==> src/rtl/ula_pkg.sv <==
// ---------------------------------------------------------------------------
// ula_pkg
// Shared types and defaults for the 8-bit signed ULA and the accumulator
// sequencer that drives it.
//   ula_op_t   : ULA function select encoding (F input of the ULA)
//   state_t    : sequencer FSM states, also exported on a debug port
//   ULA_WIDTH  : default data width (signed two's complement)
//   ULA_CNT_W  : default width of the completed-operation counter
// ---------------------------------------------------------------------------
package ula_pkg;

  localparam int ULA_WIDTH = 8;
  localparam int ULA_CNT_W = 8;

  typedef enum logic [1:0] {
    ULA_AND = 2'b00,
    ULA_OR  = 2'b01,
    ULA_ADD = 2'b10,
    ULA_SUB = 2'b11
  } ula_op_t;

  typedef enum logic [1:0] {
    IDLE = 2'b00,
    EXEC = 2'b01,
    RESP = 2'b10
  } state_t;

endpackage : ula_pkg

==> src/rtl/ula_acc_ctrl.sv <==
// ---------------------------------------------------------------------------
// ula_acc_ctrl
// Accumulator/sequencer around the signed ULA. A command is accepted in IDLE,
// its operands are registered towards the ULA (A = accumulator, B = command
// data), the ULA result is captured in EXEC and returned in RESP.
//
// Handshakes (both sides): a transfer happens on the rising clock edge where
// valid && ready are both high. A producer holds valid and its payload stable
// until that edge. cmd_ready is high only in IDLE; res_valid is high only in
// RESP, with res_data/res_ovf stable until the transfer.
//
// Ports:
//   clk, rst_n          clock, synchronous active-low reset
//   cmd_valid/ready     command handshake
//   cmd_load            1: load cmd_data into acc (ULA bypassed), 0: ULA op
//   cmd_f               ULA function
//   cmd_clr             clear op_count/ovf_sticky when this op completes
//   cmd_data            operand B / load value
//   ula_a/b/f           registered operands to the ULA
//   ula_saida/flag_o    ULA result and overflow flag
//   res_valid/ready     result handshake
//   res_data            accumulator after the op
//   res_ovf             overflow of this op (0 for load)
//   ovf_sticky          OR of res_ovf since reset/clear
//   op_count            completed ops, saturating
//   dbg_state           current FSM state
// ---------------------------------------------------------------------------
module ula_acc_ctrl
  import ula_pkg::*;
#(
  parameter int WIDTH = ULA_WIDTH,
  parameter int CNT_W = ULA_CNT_W
) (
  input  logic             clk,
  input  logic             rst_n,
  input  logic             cmd_valid,
  output logic             cmd_ready,
  input  logic             cmd_load,
  input  logic [1:0]       cmd_f,
  input  logic             cmd_clr,
  input  logic [WIDTH-1:0] cmd_data,
  output logic [WIDTH-1:0] ula_a,
  output logic [WIDTH-1:0] ula_b,
  output logic [1:0]       ula_f,
  input  logic [WIDTH-1:0] ula_saida,
  input  logic             ula_flag_o,
  output logic             res_valid,
  input  logic             res_ready,
  output logic [WIDTH-1:0] res_data,
  output logic             res_ovf,
  output logic             ovf_sticky,
  output logic [CNT_W-1:0] op_count,
  output state_t           dbg_state
);

  state_t           state;
  state_t           state_nx;
  logic [WIDTH-1:0] acc;
  logic             load_q;
  logic             clr_q;
  logic             cmd_fire;
  logic             res_fire;

  // Next-state and handshake outputs depend on state only (plus the
  // incoming valid/ready for the transitions).
  always_comb begin
    state_nx  = state;
    cmd_ready = 1'b0;
    res_valid = 1'b0;
    case (state)
      IDLE: begin
        cmd_ready = 1'b1;
        if (cmd_valid) state_nx = EXEC;
      end
      EXEC: begin
        state_nx = RESP;
      end
      RESP: begin
        res_valid = 1'b1;
        if (res_ready) state_nx = IDLE;
      end
      default: begin
        state_nx = IDLE;
      end
    endcase
  end

  assign cmd_fire = cmd_valid && cmd_ready;
  assign res_fire = res_valid && res_ready;

  always_ff @(posedge clk) begin
    if (!rst_n) begin
      state      <= IDLE;
      acc        <= '0;
      ula_a      <= '0;
      ula_b      <= '0;
      ula_f      <= 2'b00;
      load_q     <= 1'b0;
      clr_q      <= 1'b0;
      res_ovf    <= 1'b0;
      ovf_sticky <= 1'b0;
      op_count   <= '0;
    end else begin
      state <= state_nx;

      // Operands only move on acceptance; they hold through EXEC/RESP so the
      // ULA output stays valid while it is being captured.
      if (cmd_fire) begin
        ula_a  <= acc;
        ula_b  <= cmd_data;
        ula_f  <= cmd_f;
        load_q <= cmd_load;
        clr_q  <= cmd_clr;
      end

      if (state == EXEC) begin
        acc     <= load_q ? ula_b : ula_saida;
        res_ovf <= load_q ? 1'b0 : ula_flag_o;
      end

      // Bookkeeping happens at result delivery; a clear request overrides
      // the increment and sticky update of its own op.
      if (res_fire) begin
        if (clr_q) begin
          op_count   <= '0;
          ovf_sticky <= 1'b0;
        end else begin
          if (op_count != {CNT_W{1'b1}}) op_count <= op_count + 1'b1;
          ovf_sticky <= ovf_sticky | res_ovf;
        end
      end
    end
  end

  assign res_data  = acc;
  assign dbg_state = state;

endmodule : ula_acc_ctrl

==> config.mk <==
export PLATFORM = sky130hd
export DESIGN_NAME = ula_acc_ctrl
export DESIGN_NICKNAME = d
export VERILOG_FILES = /design/src/rtl/ula_pkg.sv /design/src/rtl/ula_acc_ctrl.sv
export SDC_FILE = /design/constraint.sdc
export NUM_CORES = 1
export LEC_CHECK = 0
export BUFFER_PORTS_ARGS = -buffer_cell sky130_fd_sc_hd__clkbuf_2
export CAP_MARGIN = 5
export CORE_MARGIN = 2
export CORE_UTILIZATION = 44
export CTS_BUF_LIST = sky130_fd_sc_hd__clkbuf_16
export DETAILED_ROUTE_END_ITERATION = 6
export GPL_TIMING_DRIVEN = 0
export PLACE_DENSITY = 0.75
export SETUP_SLACK_MARGIN = 0.4
export SLEW_MARGIN = 0
export SYNTH_ARGS = -nofsm -noshare
export SYNTH_HDL_FRONTEND = slang
export SYNTH_SLANG_ARGS = --single-unit
==> constraint.sdc <==
create_clock -name clk -period 1.45 [get_ports clk]
set_clock_uncertainty 0.1 [all_clocks]
set_input_delay 0 -clock clk [delete_from_list [all_inputs] [get_ports clk]]
set_output_delay 0 -clock clk [all_outputs]
set_load 0.05 [all_outputs]
# After elaboration in Yosys (flattened, before gate mapping)
# Cells that the tools add are included.
# classes
addsub	1
eq_ne	5
n_mux	10
n_bitwise	1
reduce_logical	6
# ops
cell	n
$mux W8	3
$add A8 B1 Y8 const B	1
$ne A8 B8 Y1 const B	1
$pmux W2 S3	1
$mux W1	4
$mux W2	2
$ne A2 B2 Y1 const B	2
$reduce_and A2 Y1	2
$eq A2 B1 Y1 const B	1
$eq A2 B2 Y1 const B	1
$logic_and A1 B1 Y1	2
$logic_not A2 Y1	1
$reduce_bool A2 Y1	1
$or A1 B1 Y1	1
# totals
register_bits	40
inputBits	25
output_inout_bits	40
elab_cells	33

# Depth between registers and ports, before layout
# depth
word_depth	4
depth_mapped	5
depth_no_buf	5

# Worst setup path before layout
# Ideal clock, no wire load.
# synth_path
kind	register to register
startpoint	register state[1] (netlist: dbg_state[1])
endpoint	register ula_a[0]
arrival_time_ns	1.935
path_slack_ns	-0.661
path_stages_with_launch	6
n_path_buf	1
period_less_slack_ns	2.111
path_cell_list	dfxtp_1 nor2_1 and2_1 buf_2 nand2_1 a21boi_0
# synth_via
elab_chain_len	3
# synth_rtl
element	line	text
start: declaration	ula_acc_ctrl.sv:56	state_t state;
start signal: assignment	ula_acc_ctrl.sv:104	state <= state_nx;
$logic_not A2 Y1	ula_acc_ctrl.sv:70	case (state)
$mux W1	ula_acc_ctrl.sv:70	
via cmd_ready	ula_acc_ctrl.sv:37	output logic cmd_ready,
$logic_and A1 B1 Y1	ula_acc_ctrl.sv:88	assign cmd_fire = cmd_valid && cmd_ready;
end signal: assignment	ula_acc_ctrl.sv:95	ula_a <= '0;
end signal: assignment	ula_acc_ctrl.sv:109	ula_a <= acc;
end: declaration	ula_acc_ctrl.sv:42	output logic [WIDTH-1:0] ula_a,
# The timed path passes the listed nets, and every way through them passes these cells.
# A chain may end at the register's enable or synchronous reset.

# Final worst setup path
# layout_path
startpoint	register op_count[0]
endpoint	register op_count[6]
# layout_via
elab_chain_len	3
# layout_rtl
element	line	text
start: declaration	ula_acc_ctrl.sv:52	output logic [CNT_W-1:0] op_count,
start signal: assignment	ula_acc_ctrl.sv:128	if (op_count != {CNT_W{1'b1}}) op_count <= op_count + 1'b1;
$add A8 B1 Y8 / $ne A8 B8 Y1 (equally long branches)	ula_acc_ctrl.sv:128	
$mux W8 / $reduce_bool A2 Y1 (equally long branches)	-	
$mux W8 / $reduce_and A2 Y1 (equally long branches)	-	
# Parallel ways exist; a longest one is shown, timed or not. The select of a mux whose other input is x is not followed.

==> key figures <==
Outcome
  – Status: complete, but fails checks
  – Failing checks: setup timing

Run
  – Max_cap viols: 0

Setup path
  – Critical path launch point type: flop
  – Highest-delay cell along the critical path: sky130_fd_sc_hd__dfxtp_4
  – Buffers plus inverters on the worst setup path: 1
  – Cells along the critical path: ha_4, nand4_1, buf_6, nor3b_1, o21ai_0, and3b_1
  – Worst Path Class, Setup: flop to flop
  – Critical path required time: roughly 1500 ps
  – Worst reg-to-reg path cell count: 6
  – Reg-to-Reg End: op_count[6]
  – Largest fanout on the critical path: 5
  – Delay-heaviest family, CP: simple AND/OR/NAND/NOR gates
  – Endpoint class of the critical path: flop
  – RR Startpoint: op_count[0]
  – Worst path arrival time: approximately 1600 ps
  – Biggest cell delay along the critical path: 360 ps
  – Reg-to-reg setup timing slack: -130 ps

Floorplan
  – Starting Density: 46.56%
  – Placeable core region: about 3700 sq um
  – Die width: 66.94 um
  – Area enclosed by the die boundary: 4480 sq um
  – Height of the die: 66.94 um
  – Std cell rows: 22
  – IO Count: 65

Yosys
  – Total nets after synthesis: 222
  – Number of distinct library cells after synthesis: 35
  – Area share of the largest cell type after synthesis: 45.94%
  – Proportion of synthesized chip area in sequential cells: 45.94%
  – Largest cells by area after synthesis: sky130_fd_sc_hd__dfxtp_1, sky130_fd_sc_hd__nand2_1, sky130_fd_sc_hd__a21boi_0
  – Cell count after synthesis: 196
  – Most instantiated cells after synthesis: sky130_fd_sc_hd__nand2_1, sky130_fd_sc_hd__dfxtp_1, sky130_fd_sc_hd__a21boi_0
  – Most repeated cell in the gate-level netlist after synthesis: sky130_fd_sc_hd__nand2_1
  – Ys Warns: 0
  – Async SR Flop Fraction: 0%
  – Most used flip-flop cell after synthesis: sky130_fd_sc_hd__dfxtp_1
  – Synth Register Bits: 40
  – Avg Cell Area, Syn: between 8 and 9 sq um
  – Count of flip-flops with a built-in enable after synthesis: 0
  – Combined area of all synthesized cells: 1743 sq um
  – Top cell type by total area after synthesis: sky130_fd_sc_hd__dfxtp_1

Timing
  – Unrepaired setup endpoints after global routing: true
  – Final-report hold violation count: 0
  – Transition time of the tightest slew-check pin: a little over 600 ps
  – Share of the cycle needed by the critical path after routing: 108.7%
  – Final min period: 1576 ps
  – Slew Limit Fails: 0
  – Achievable Freq: between 600 and 700 MHz
  – Setup ws final: -125.7 ps
  – Setup TNS: -328.7 ps
  – Final-report setup violation count: 5
  – Worst slew margin: 58.58%

Pwr
  – Net switching fraction of the power: 31.74%
  – Combinational share of power: between 20% and 30%
  – Pleak: 1.610 nW
  – Portion of total power attributed to sequential cells: a little under two fifths
  – Clock power frac: 34.4%
  – Sw Pwr: 1.005 mW
  – Total power divided by cell area: 925.3 nW/um^2
  – Int Power: approximately 2.2 mW
  – Worst supply voltage drop on vdd: 0.6866 mV

CTS
  – Number of buffers created by CTS: 5
  – Bufs on Longest Clock Path: 2
  – Depth of the CTS H-tree: 2
  – Clock insertion delay at the later pin of the skew report: 280 ps
  – Reg clk slew, reported paths: 60 ps
  – Clock tree from TritonCTS: yes
  – Sink count of the clock tree: 40
  – CTS Root Buffer Type: sky130_fd_sc_hd__clkbuf_16

Hold path
  – Count of cells along the worst hold path: 4
  – Worst Hold Launch: ula_saida[6]
  – Hold Crit Class: primary input to flop
  – End point of the most critical hold path: res_data[6]

Placement
  – Detailed-placement wirelength estimate: 3.063 mm
  – Final weighted congestion in routability-driven placement: 0.7594
  – Total instance count after detailed placement: approximately 310
  – Count of input and output buffers: 64

Drt
  – Count of nets left with antenna violations after detail routing: 0
  – Via density per instance: 6.000
  – Wire length reported by the detailed router: about 8.5 mm
  – Number of detailed-route iterations in the first pass: 4
  – Wire per inst: 23.37 um
  – Number of DRC violations after detailed-routing iteration 0: 158
  – DRC Markers: 0
  – Vias: approximately 2,200

Layout
  – Layout overhead on the synthesized area: 96.27%
  – Final net count: 339
  – Final Instance Count excl. Fillers: 362
  – Antenna cell count: 0
  – Layout cells sized above 1: 59.55%

GRT
  – Via count of the first global-routing pass: 2,212
  – Maximum number of pins on one net before global-route repair: 14
  – Global-route wire length before repair: 10.98 mm
  – Overall fraction of global-route tracks in use: 33.93%
  – Antenna violations before repair: 0
  – Total gr overflow: 0
## flip-flops by register name, indices dropped and copies added (netlist names)
signal / cells
res_data: 8
ovf_sticky: 1
dbg_state: 2
load_q: 1
ula_a: 8
op_count: 8
ula_f: 2
ula_b: 8
res_ovf: 1
clr_q: 1
## metrics by stage
stage,total power [mW],cell area (sq um),util (%),worst slack (ps),hold WS (ps)
6_report,3.165,3421,91.38,-125.7,21.61
5_1_grt,3.231,3421,91.38,-248.0,53.63
4_1_cts,2.990,3128,83.56,-25.32,10.52
3_5_place_dp,1.689,2226,59.46,-182.3,129.5
3_3_place_gp,1.686,2226,59.46,-170.3,123.0
2_1_floorplan,1.556,1846,-,-90.54,34.88
## layout by cell type (no fill, tap or decap), drive strengths merged
cell,n
ha,1
or2,1
nor3,1
and3,2
nand4,1
nand3b,2
and2,3
a21boi,21
a41o,1
dlygate4sd3,20
o31ai,1
o21a,2
nor2b,3
nand2b,1
and3b,2
clkbuf,62
nor3b,1
o21bai,1
nor4,1
a22o,1
nand4b,1
nand2,55
inv,2
nand3,3
a21oi,4
mux2,1
or3b,1
nor4b,2
o211a,8
dfxtp,40
a31oi,3
and2b,1
nor2,5
mux2i,9
clkinv,1
buf,46
o21ai,4
## how the worst max path moves through the flow
stage | cells after the start | to | slack (ps) | start
final | 6 | op_count[6] | -130 | op_count[0]
after global routing | 6 | op_count[6] | -250 | op_count[0]
after CTS | 7 | op_count[0] | -30 | op_count[1]
after detailed placement | 5 | op_count[3] | -180 | op_count[0]
after global placement | 5 | op_count[3] | -170 | op_count[0]
after floorplan | 5 | op_count[0] | -90 | op_count[0]
## worst reg2reg max path, stage by stage (launching register included)
cell	delay, ps
sky130_fd_sc_hd__dfxtp_4	360
sky130_fd_sc_hd__ha_4	140
sky130_fd_sc_hd__nand4_1	90
sky130_fd_sc_hd__buf_6	160
sky130_fd_sc_hd__nor3b_1	240
sky130_fd_sc_hd__o21ai_0	170
sky130_fd_sc_hd__and3b_1	200
## per-layer routing
layer | wire, um | part of all wire, % | vias up | GRT usage [%]
li1 | - | - | 921 | -
met1 | 3206 | 38 | 1065 | 34.83
met2 | 4253 | 50 | 146 | 60.62
met3 | 566 | 6.7 | 40 | 7.939
met4 | 433 | 5.1 | 0 | 22.70
met5 | 0 | 0 | - | 0
## cell type report
type                    instances  area, sq um
clock buffers                   5        125.1
multi-input cells             143         1255
well taps                      48        60.06
clock inverters                 3        16.27
fillers                       122        322.8
flip-flops and latches         40        833.3
plain buffers                  13        136.4
repair buffers                110        994.7
## power by group through the flow
stage	logic, mW	clock network (mW)	registers, mW
2_1_floorplan	0.189	0	1.37
3_3_place_gp	0.480	0	1.21
3_5_place_dp	0.482	0	1.21
4_1_cts	0.734	1.07	1.19
5_1_grt	0.892	1.13	1.21
6_report	0.868	1.09	1.21
## timing repair
action	4_1_cts	5_1_grt
pin swaps	31	20
setup endpoints to repair	44	68
endpoints found under the hold margin	20	0
gates resized for setup	84	90
gates cloned	5	0
buffers inserted	16	5
hold buffers	20	0
## logic make-up (layout without fill, tap and decap cells)
kind of cell,after synthesis,in the layout,share of synthesized area [%]
multiplexers,10,10,5.815
flip-flops,40,40,45.94
buffers and inverters,13,131,3.231
adder cells (fa/ha/maj),1,1,0.7178
AO/OA/AOI/OAI,46,46,19.81
AND/OR/NAND/NOR,86,86,24.48
No activity file was read; power rests on OpenSTA's default activity.
